## src/rtl/ps2_kbd_pkg.sv

```systemverilog
// Shared definitions for the PS/2 keyboard event port: register offsets,
// STATUS/CTRL bit positions and the queued event entry format.
package ps2_kbd_pkg;

  localparam logic [1:0] REG_DATA   = 2'd0;
  localparam logic [1:0] REG_STATUS = 2'd1;
  localparam logic [1:0] REG_CTRL   = 2'd2;

  localparam int ST_NOT_EMPTY = 0;
  localparam int ST_FULL      = 1;
  localparam int ST_OVERFLOW  = 2;
  localparam int ST_IRQ_EN    = 3;
  localparam int ST_COUNT_LSB = 8;

  localparam int CTRL_FLUSH_BIT = 0;

  typedef struct packed {
    logic       ext;
    logic       pressed;
    logic [7:0] code;
  } kbd_entry_t;

  localparam int ENTRY_W = $bits(kbd_entry_t);

endpackage

```

## src/rtl/ps2_kbd_port_fifo.sv

```systemverilog
// First-word-fall-through synchronous FIFO with flush; a push into a full
// FIFO is accepted when a pop happens on the same edge.
module sync_fifo
  import ps2_kbd_pkg::*;
#(
  parameter int WIDTH = ENTRY_W,
  parameter int DEPTH = 16,
  parameter int CNT_W = $clog2(DEPTH) + 1
) (
  input  logic             clk,
  input  logic             reset_n,
  input  logic             push,
  input  logic             pop,
  input  logic             flush,
  input  logic [WIDTH-1:0] wdata,
  output logic [WIDTH-1:0] head,
  output logic [CNT_W-1:0] count,
  output logic             full,
  output logic             empty
);

  localparam int AW = $clog2(DEPTH);

  logic [WIDTH-1:0] mem_q [DEPTH];
  logic [AW-1:0]    wr_ptr_q, rd_ptr_q;
  logic [CNT_W-1:0] count_q;
  logic             do_push_s, do_pop_s;

  assign empty     = (count_q == {CNT_W{1'b0}});
  assign full      = (count_q == CNT_W'(DEPTH));
  assign do_pop_s  = pop & ~empty & ~flush;
  assign do_push_s = push & (~full | do_pop_s) & ~flush;
  assign head      = mem_q[rd_ptr_q];
  assign count     = count_q;

  always_ff @(posedge clk) begin
    if (do_push_s) begin
      mem_q[wr_ptr_q] <= wdata;
    end
  end

  // Pointers wrap naturally since DEPTH is a power of two.
  always_ff @(posedge clk or negedge reset_n) begin
    if (!reset_n) begin
      wr_ptr_q <= {AW{1'b0}};
      rd_ptr_q <= {AW{1'b0}};
      count_q  <= {CNT_W{1'b0}};
    end else if (flush) begin
      wr_ptr_q <= {AW{1'b0}};
      rd_ptr_q <= {AW{1'b0}};
      count_q  <= {CNT_W{1'b0}};
    end else begin
      if (do_push_s) wr_ptr_q <= wr_ptr_q + AW'(1);
      if (do_pop_s)  rd_ptr_q <= rd_ptr_q + AW'(1);
      case ({do_push_s, do_pop_s})
        2'b10:   count_q <= count_q + CNT_W'(1);
        2'b01:   count_q <= count_q - CNT_W'(1);
        default: count_q <= count_q;
      endcase
    end
  end

endmodule

```

## src/rtl/ps2_kbd_port.sv

```systemverilog
// Keyboard event FIFO with a 68000 register window and level interrupt.
// Optional: PS2_KBD_RELEASE_FILTER_EN drops key-release events.
module ps2_kbd_port
  import ps2_kbd_pkg::*;
#(
  parameter int FIFO_DEPTH = 16,
  parameter int CNT_W      = $clog2(FIFO_DEPTH) + 1
) (
  input  logic        clk,
  input  logic        reset_n,
  input  logic [10:0] ps2_key,
  input  logic        cs,
  input  logic        as_n,
  input  logic        rw,
  input  logic        uds_n,
  input  logic        lds_n,
  input  logic [1:0]  addr,
  input  logic [15:0] din,
  output logic [15:0] dout,
  output logic        irq
);

  logic             prev_tog_q, armed_q;
  logic             sel_q, bus_arm_q, rd_data_q;
  logic             irq_en_q, irq_en_d;
  logic             ovf_q, ovf_d;
  logic             irq_q;
  logic             sel_s, start_s, pop_req_s, wr_lo_s, flush_s, push_req_s, drop_s;
  logic             full_s, empty_s;
  logic [CNT_W-1:0] count_s;
  logic [ENTRY_W-1:0] head_s;
  kbd_entry_t       ev_s;
  logic [15:0]      stat_s;
  logic             unused_s;

  assign unused_s = ^{uds_n, din[15:4], din[1]};

  assign ev_s.ext     = ps2_key[8];
  assign ev_s.pressed = ps2_key[9];
  assign ev_s.code    = ps2_key[7:0];

`ifdef PS2_KBD_RELEASE_FILTER_EN
  assign push_req_s = armed_q & (ps2_key[10] ^ prev_tog_q) & ps2_key[9];
`else
  assign push_req_s = armed_q & (ps2_key[10] ^ prev_tog_q);
`endif

  // bus_arm_q blocks a select held across reset release from acting as a new access.
  assign sel_s     = cs & ~as_n;
  assign start_s   = sel_s & ~sel_q & bus_arm_q;
  assign pop_req_s = sel_q & ~sel_s & rd_data_q;
  assign wr_lo_s   = start_s & ~rw & ~lds_n;
  assign flush_s   = wr_lo_s & (addr == REG_CTRL) & din[CTRL_FLUSH_BIT];
  assign drop_s    = push_req_s & full_s & ~(pop_req_s & ~empty_s) & ~flush_s;

  sync_fifo #(
    .WIDTH (ENTRY_W),
    .DEPTH (FIFO_DEPTH),
    .CNT_W (CNT_W)
  ) u_fifo (
    .clk     (clk),
    .reset_n (reset_n),
    .push    (push_req_s),
    .pop     (pop_req_s),
    .flush   (flush_s),
    .wdata   (ev_s),
    .head    (head_s),
    .count   (count_s),
    .full    (full_s),
    .empty   (empty_s)
  );

  always_comb begin
    irq_en_d = irq_en_q;
    ovf_d    = ovf_q;
    if (wr_lo_s && (addr == REG_STATUS)) begin
      irq_en_d = din[ST_IRQ_EN];
      if (din[ST_OVERFLOW]) ovf_d = 1'b0;
      else                  ovf_d = ovf_q;
    end else begin
      irq_en_d = irq_en_q;
    end
    if (drop_s) ovf_d = 1'b1;
    else        ovf_d = ovf_d;
  end

  always_ff @(posedge clk or negedge reset_n) begin
    if (!reset_n) begin
      prev_tog_q <= 1'b0;
      armed_q    <= 1'b0;
      sel_q      <= 1'b0;
      bus_arm_q  <= 1'b0;
      rd_data_q  <= 1'b0;
      irq_en_q   <= 1'b0;
      ovf_q      <= 1'b0;
      irq_q      <= 1'b0;
    end else begin
      prev_tog_q <= ps2_key[10];
      armed_q    <= 1'b1;
      sel_q      <= sel_s;
      if (!sel_s) bus_arm_q <= 1'b1;
      if (start_s)     rd_data_q <= rw & (addr == REG_DATA) & ~empty_s;
      else if (!sel_s) rd_data_q <= 1'b0;
      irq_en_q   <= irq_en_d;
      ovf_q      <= ovf_d;
      irq_q      <= irq_en_q & ~empty_s;
    end
  end

  always_comb begin
    stat_s                          = 16'h0000;
    stat_s[ST_NOT_EMPTY]            = ~empty_s;
    stat_s[ST_FULL]                 = full_s;
    stat_s[ST_OVERFLOW]             = ovf_q;
    stat_s[ST_IRQ_EN]               = irq_en_q;
    stat_s[ST_COUNT_LSB +: CNT_W]   = count_s;
  end

  always_comb begin
    case (addr)
      REG_DATA:   dout = empty_s ? 16'h0000 : {{(16-ENTRY_W){1'b0}}, head_s};
      REG_STATUS: dout = stat_s;
      default:    dout = 16'h0000;
    endcase
  end

  assign irq = irq_q;

endmodule

```

## config.mk

```make
export PLATFORM = sky130hd
export DESIGN_NAME = ps2_kbd_port
export DESIGN_NICKNAME = d
export VERILOG_FILES = /design/src/rtl/ps2_kbd_pkg.sv /design/src/rtl/ps2_kbd_port_fifo.sv /design/src/rtl/ps2_kbd_port.sv
export SDC_FILE = /design/constraint.sdc
export NUM_CORES = 1
export LEC_CHECK = 0
export ABC_AREA = 1
export BUFFER_PORTS_ARGS = -buffer_cell sky130_fd_sc_hd__buf_4
export CORE_MARGIN = 3
export CORE_UTILIZATION = 25
export DETAILED_ROUTE_END_ITERATION = 10
export PLACE_DENSITY = 0.48
export SYNTH_ARGS = -nofsm -noshare
export SYNTH_HDL_FRONTEND = slang
export SYNTH_SLANG_ARGS = --single-unit
export TNS_END_PERCENT = 20
```

## constraint.sdc

```tcl
create_clock -name clk -period 5.2 [get_ports clk]
set_input_delay 0.78 -clock clk [delete_from_list [all_inputs] [get_ports clk]]
set_output_delay 0.78 -clock clk [all_outputs]
set_load 0.01 [all_outputs]
```

==> metrics.cfg, run 1 <==
[status]
status=finished clean

[synth]
ys_seq_area_share_pct=68.8
syn_area_per_cell_um2=11.5
syn_area_um2=7750
ys_types=36
yosys_warnings=0
synthCells=672
synth_seq_cells=181
synth_edf_count=160
ys.flop_type=edfxtp_1
async_flop_share_pct=11.6

[clocking]
root_buffer=clkbuf_16
cts_max_level=4
path_clk_slew_ns=0.07
ctsResizeCount=0
clock_latency_ns=0.43
clkSinkCount=181
cts_buffers=17
holdBufCountCts=0
cts_setup_buffers=0
cts_tree=done
clockBufferDepth=2

[finish]
fillers=3071
area_growth_pct=17.4
final_core_util_pct=30.2
diodes=0
multi_input_area_um2=2130
drive_above_1_share_pct=15.1
seq_area_um2=5330
layout_commonest_cell=edfxtp_1
fin_nets=753
layout_common_cells=edfxtp_1, nor2_1, o21ai_0

[pwr]
p_per_area_nw_per_um2=457
leakagePower_nw=3.19
internal_power_mw=2.77
p_sw_share_pct=33.5
p_seq_share_pct=42.3
clock_power_share_pct=32.1
ir_drop_mv=0.243
p_sw_mw=1.39
power_mw=4.16
combPwrFrac_pct=25.7

[setup_path]
critPathSlowestCell=inv_2
crit_type=register to output pin
crit_fanout=45
crit_family=buffers and inverters
crit_chain=inv_2 -> buf_12 -> nor2_1 -> nor2_1 -> o21ai_0 -> o21ai_0 -> nand2_1 -> nand3_1 -> nand3_1 -> o21ai_0 -> buf_4
crit_required_ns=4.42
crit_buf_inv=3
start_kind=register
cp.arrival_ns=2.73
crit_top_cell=o21ai_0
cp_slowest_stage_delay_ns=0.53
worst_setup_path_end_kind=output pin

[placement]
port_buffers=35
gp_congestion=0.799
dp.final_hpwl_um=10800

[global_route]
grt_pass1_wl_um=28300
track_usage_pct=11.2
grt_pass1_vias=4771
antenna_found_initial=1
grt_max_degree=84
grt_overflow_total=0

[timing]
skew_ns=0.00853
finalHoldViolations=0
rsz0062_at_grt=false
max_freq_mhz=285
fin_crit_sh_pct=67.4
tightest_slew_ns=1.20
slew_headroom_pct=19.7
min_period_ns=3.51
setup_viol=0
slew_viol_final=0
setup_tns_ns=0

[detailed_routing]
finalWirelength_um=18500
ant_nets=0
first_pass_iters=5
vias=4998
wire_per_inst_um=16.6
drt_iter0_markers=422
drc=0
via_per_inst=4.49

[min_path]
holdCritPathClass=primary input to async pin

[floorplanning]
num_rows=63
die-area_um2=33100
coreArea_um2=30100
die_h_um=182
start_util_pct=25.7
die_w_um=182
ios=53

[run]
cap_violations=0

## logic make-up after synthesis
kind of cell	after synthesis	synth area share [%]
and+or+nand+nor	266	15.3
adders and majority gates	6	0.969
other	2	0.0969
AOI/OAI and AO/OA	146	10.5
muxes	3	0.387
DFF	181	68.8
buffers and inverters	66	3.78
xor gates and xnor gates	2	0.226
## sequential cells by signal (all words and copies together) (netlist names), 4 cells and up
register / flops
u_fifo.rd_ptr_q: 4
u_fifo.count: 5
u_fifo.wr_ptr_q: 4
u_fifo.mem_q: 160
## routing by layer
layer,up-vias,part of all wire (%),track usage (%)
li1,2440,-,-
met1,2454,49,15.7
met2,89,46,17.7
met3,13,4.3,2.63
met4,2,0.70,2.35
met5,-,0.070,0
## metrics by stage
step / setup slack, ns / hold slack (ns) / std cells / instance area [µm²]
detailed placement: 2.08 / 0.449 / 1082 / 8480
CTS: 1.60 / 0.231 / 1114 / 9100
floorplan: 2.86 / 0.421 / 674 / 7760
global route: 1.44 / 0.236 / 1114 / 9100
finish: 1.69 / 0.232 / 1114 / 9100
global placement: 2.05 / 0.438 / 1082 / 8480
## power by group through the flow
stage,logic [mW],clock network (mW),registers [mW]
floorplan,0.747,0,1.77
finish,1.07,1.33,1.76
detailed placement,1.08,0,1.79
CTS,1.08,1.35,1.76
global placement,1.08,0,1.79
global route,1.22,1.41,1.77
## area by class of cell
type | count | area share (%)
Multi-Input combinational cell | 427 | 23.5
Inverter | 32 | 1.35
Clock buffer | 17 | 4.68
Clock inverter | 15 | 2.10
Timing Repair Buffer | 52 | 4.43
Tap cell | 390 | 5.36
Sequential cell | 181 | 58.6
## Yosys cell counts (all sizes together), types with 3 or more instances
cell type / count / area [µm²]
o32ai: 6 / 52.6
a21oi: 7 / 35.0
edfxtp: 160 / 4800
mux2i: 3 / 30.0
buf: 19 / 114
inv: 30 / 115
nand3: 32 / 195
o21ai: 108 / 541
nand4: 5 / 46.3
nor2: 147 / 577
o22ai: 4 / 25.0
o211ai: 20 / 150
ha: 6 / 75.1
clkbuf: 15 / 56.3
nand2: 78 / 343
dfrtp: 21 / 526
## path summary, 6_finish.rpt
check,slack (ns),endpoint,cells after the start,start
min reg2reg,0.46,bus_arm_q,2,bus_arm_q
max in group asynchronous,4.71,u_fifo.rd_ptr_q[0],1,reset_n
max reg2reg,2.65,u_fifo.mem_q[14][9],7,prev_tog_q
max,1.69,dout[3],11,u_fifo.rd_ptr_q[0]
min in group clk,0.46,bus_arm_q,2,bus_arm_q
min,0.23,irq,1,reset_n
Power figures use the tool's default switching activity.
==> inputs of run 2 (changes only) <==
--- a/config.mk
+++ b/config.mk
@@ -10,7 +10,7 @@
 export CORE_MARGIN = 3
 export CORE_UTILIZATION = 25
 export DETAILED_ROUTE_END_ITERATION = 10
-export PLACE_DENSITY = 0.48
+export PLACE_DENSITY = 0.49
 export SYNTH_ARGS = -nofsm -noshare
 export SYNTH_HDL_FRONTEND = slang
 export SYNTH_SLANG_ARGS = --single-unit
==> constraint.sdc (replaced) <==
create_clock -name clk -period 2.9 [get_ports clk]
set_input_delay 0.435 -clock clk [delete_from_list [all_inputs] [get_ports clk]]
set_output_delay 0.435 -clock clk [all_outputs]
set_load 0.01 [all_outputs]
==> run 2 against run 1 <==
Sequential cell count unchanged; first-iteration DRC count grew 12%; die area unchanged; final cell count up 1.2%; global-route usage up 0.30 points; via count increased by 0.78%; critical path type unchanged; combinational power rose by 86%; sequential share of layout area decreased by 0.76 points; count of clock-buffer cells in the layout did not move.
==> metrics.cfg, run 2 (synthesis gave the netlist of run 1 again) <==
[finish]
layout_commonest_cell=edfxtp_1  ; unchanged
regMostFlops=u_fifo.mem_q  ; unchanged
final_core_util_pct=30.6  ; was 30.2%
largest_reg_flops=160  ; unchanged
fin_nets=765  ; was 753
layout_common_cells=edfxtp_1, nor2_1, o21ai_0  ; unchanged
area_growth_pct=18.9  ; was 17.4%
drive_above_1_share_pct=16.4  ; was 15.1%

[floorplanning]
ios=53  ; unchanged
die-area_um2=33100  ; unchanged
die_h_um=182  ; unchanged
start_util_pct=25.7  ; unchanged
coreArea_um2=30100  ; unchanged
num_rows=63  ; unchanged
die_w_um=182  ; unchanged

[setup_path]
rr_startpoint=u_fifo.count[3]  ; was prev_tog_q
crit_chain=inv_2 -> buf_12 -> nor2_1 -> nor2_1 -> o21ai_0 -> o21ai_0 -> nand2_1 -> nand3_1 -> nand3_1 -> o21ai_0 -> buf_4  ; unchanged
crit_buf_inv=3  ; unchanged
cp_slowest_stage_delay_ns=0.43  ; was 0.53 ns
crit_family=simple AND/OR/NAND/NOR gates  ; was buffers and inverters
cp-startpoint=u_fifo.rd_ptr_q[0]  ; unchanged
crit_required_ns=2.47  ; was 4.42 ns
crit_type=register to output pin  ; unchanged
crit_fanout=54  ; was 45
crit_top_cell=o21ai_0  ; unchanged
cp.arrival_ns=2.26  ; was 2.73 ns
worst_setup_path_end_kind=output pin  ; unchanged
critPathSlowestCell=dfrtp_2  ; was inv_2
start_kind=register  ; unchanged

[run]
cap_violations=0  ; unchanged

[global_route]
grt_max_degree=59  ; was 84
grt_pass1_vias=4975  ; was 4771
track_usage_pct=11.5  ; was 11.2%
antenna_found_initial=1  ; unchanged
grt_pass1_wl_um=29200  ; was 28300 µm
grt_overflow_total=0  ; unchanged

[pwr]
ir_drop_mv=0.413  ; was 0.243 mV
power_mw=7.51  ; was 4.16 mW
p_per_area_nw_per_um2=815  ; was 457 nW/µm²
leakagePower_nw=3.25  ; was 3.19 nW

[detailed_routing]
drt_iter0_markers=473  ; was 422
via_per_inst=4.47  ; was 4.49
drc=0  ; unchanged
first_pass_iters=4  ; was 5
ant_nets=0  ; unchanged
finalWirelength_um=18700  ; was 18500 µm
wire_per_inst_um=16.6  ; about the same
vias=5037  ; was 4998

[clocking]
clockBufferDepth=2  ; unchanged
cts_tree=done  ; unchanged
root_buffer=clkbuf_16  ; unchanged
path_clk_slew_ns=0.08  ; was 0.07 ns
clkSinkCount=181  ; unchanged
cts_max_level=4  ; unchanged
cts_buffers=17  ; unchanged
clock_latency_ns=0.43  ; about the same

[timing]
min_period_ns=2.70
max_freq_mhz=371
setup_viol=0  ; unchanged
fin_crit_sh_pct=92.9
rsz0062_at_grt=false  ; unchanged
tightest_slew_ns=1.14  ; was 1.20 ns
fin_ws_ns=0.205  ; was 1.69 ns
slew_viol_final=0  ; unchanged
setup_tns_ns=0  ; unchanged
finalHoldViolations=0  ; unchanged
skew_ns=0.0174  ; was 0.00853 ns
slew_headroom_pct=23.9  ; was 19.7%

[status]
status=finished clean  ; unchanged

[placement]
dp.final_hpwl_um=11500  ; was 10800 µm
gp_congestion=0.812  ; was 0.799
port_buffers=35  ; unchanged
pre_cts_slack_ns=0.259  ; was 2.08 ns

[min_path]
hp-start=ps2_key[10]
holdCritPathClass=primary input to register  ; was primary input to async pin

[run 2: what timing repair did]
item / CTS / global route
endpoints found under the setup margin: 0 / 8
resized for setup: 0 / 3
endpoints found under the hold margin: 21 / 0
hold buffers: 1 / 0
setup buffers: 0 / 0
[run 2: path summary, 6_finish.rpt]
| check | cells after the start | to | slack (ns) |
|---|---|---|---|
| worst min-delay path | 1 | prev_tog_q | 0.13 |
| worst min register to register | 2 | bus_arm_q | 0.45 |
| min in group asynchronous | 2 | u_fifo.count[3] | 0.43 |
| worst max register to register | 8 | u_fifo.mem_q[15][3] | 0.51 |
| worst max-delay path | 11 | dout[3] | 0.20 |
| max in group asynchronous | 2 | u_fifo.rd_ptr_q[1] | 2.21 |
[run 2: where the power goes]
part           switching, mW  internal [mW]
Combinational           1.32          0.668
Sequential             0.125           3.04
Clock                   1.11           1.24
[run 2: cell type report]
class | instances | area [µm²]
fillers | 3061 | 20900
repair buffers | 64 | 528
clock buffers | 17 | 425
diodes | 1 | 2.50
well taps | 390 | 488
inverters | 32 | 126
multi-input cells | 427 | 2130
flip-flops and latches | 181 | 5330
clock inverters | 15 | 179
[run 2: metrics by stage]
step	cells	hold slack, ns	cell area, µm²
floorplan	674	0.139	7760
global placement	1093	0.348	8590
detailed placement	1093	0.350	8590
CTS	1126	0.107	9200
global route	1126	0.0992	9210
finish	1127	0.128	9220
[run 2: layer usage]
| metal | GRT usage [%] | up-vias | routed length [µm] |
|---|---|---|---|
| met3 | 3.19 | 10 | 986 |
| met1 | 15.6 | 2471 | 8800 |
| li1 | - | 2467 | - |
| met2 | 18.5 | 89 | 8830 |
| met4 | 2.32 | 0 | 108 |
| met5 | 0 | - | 0 |
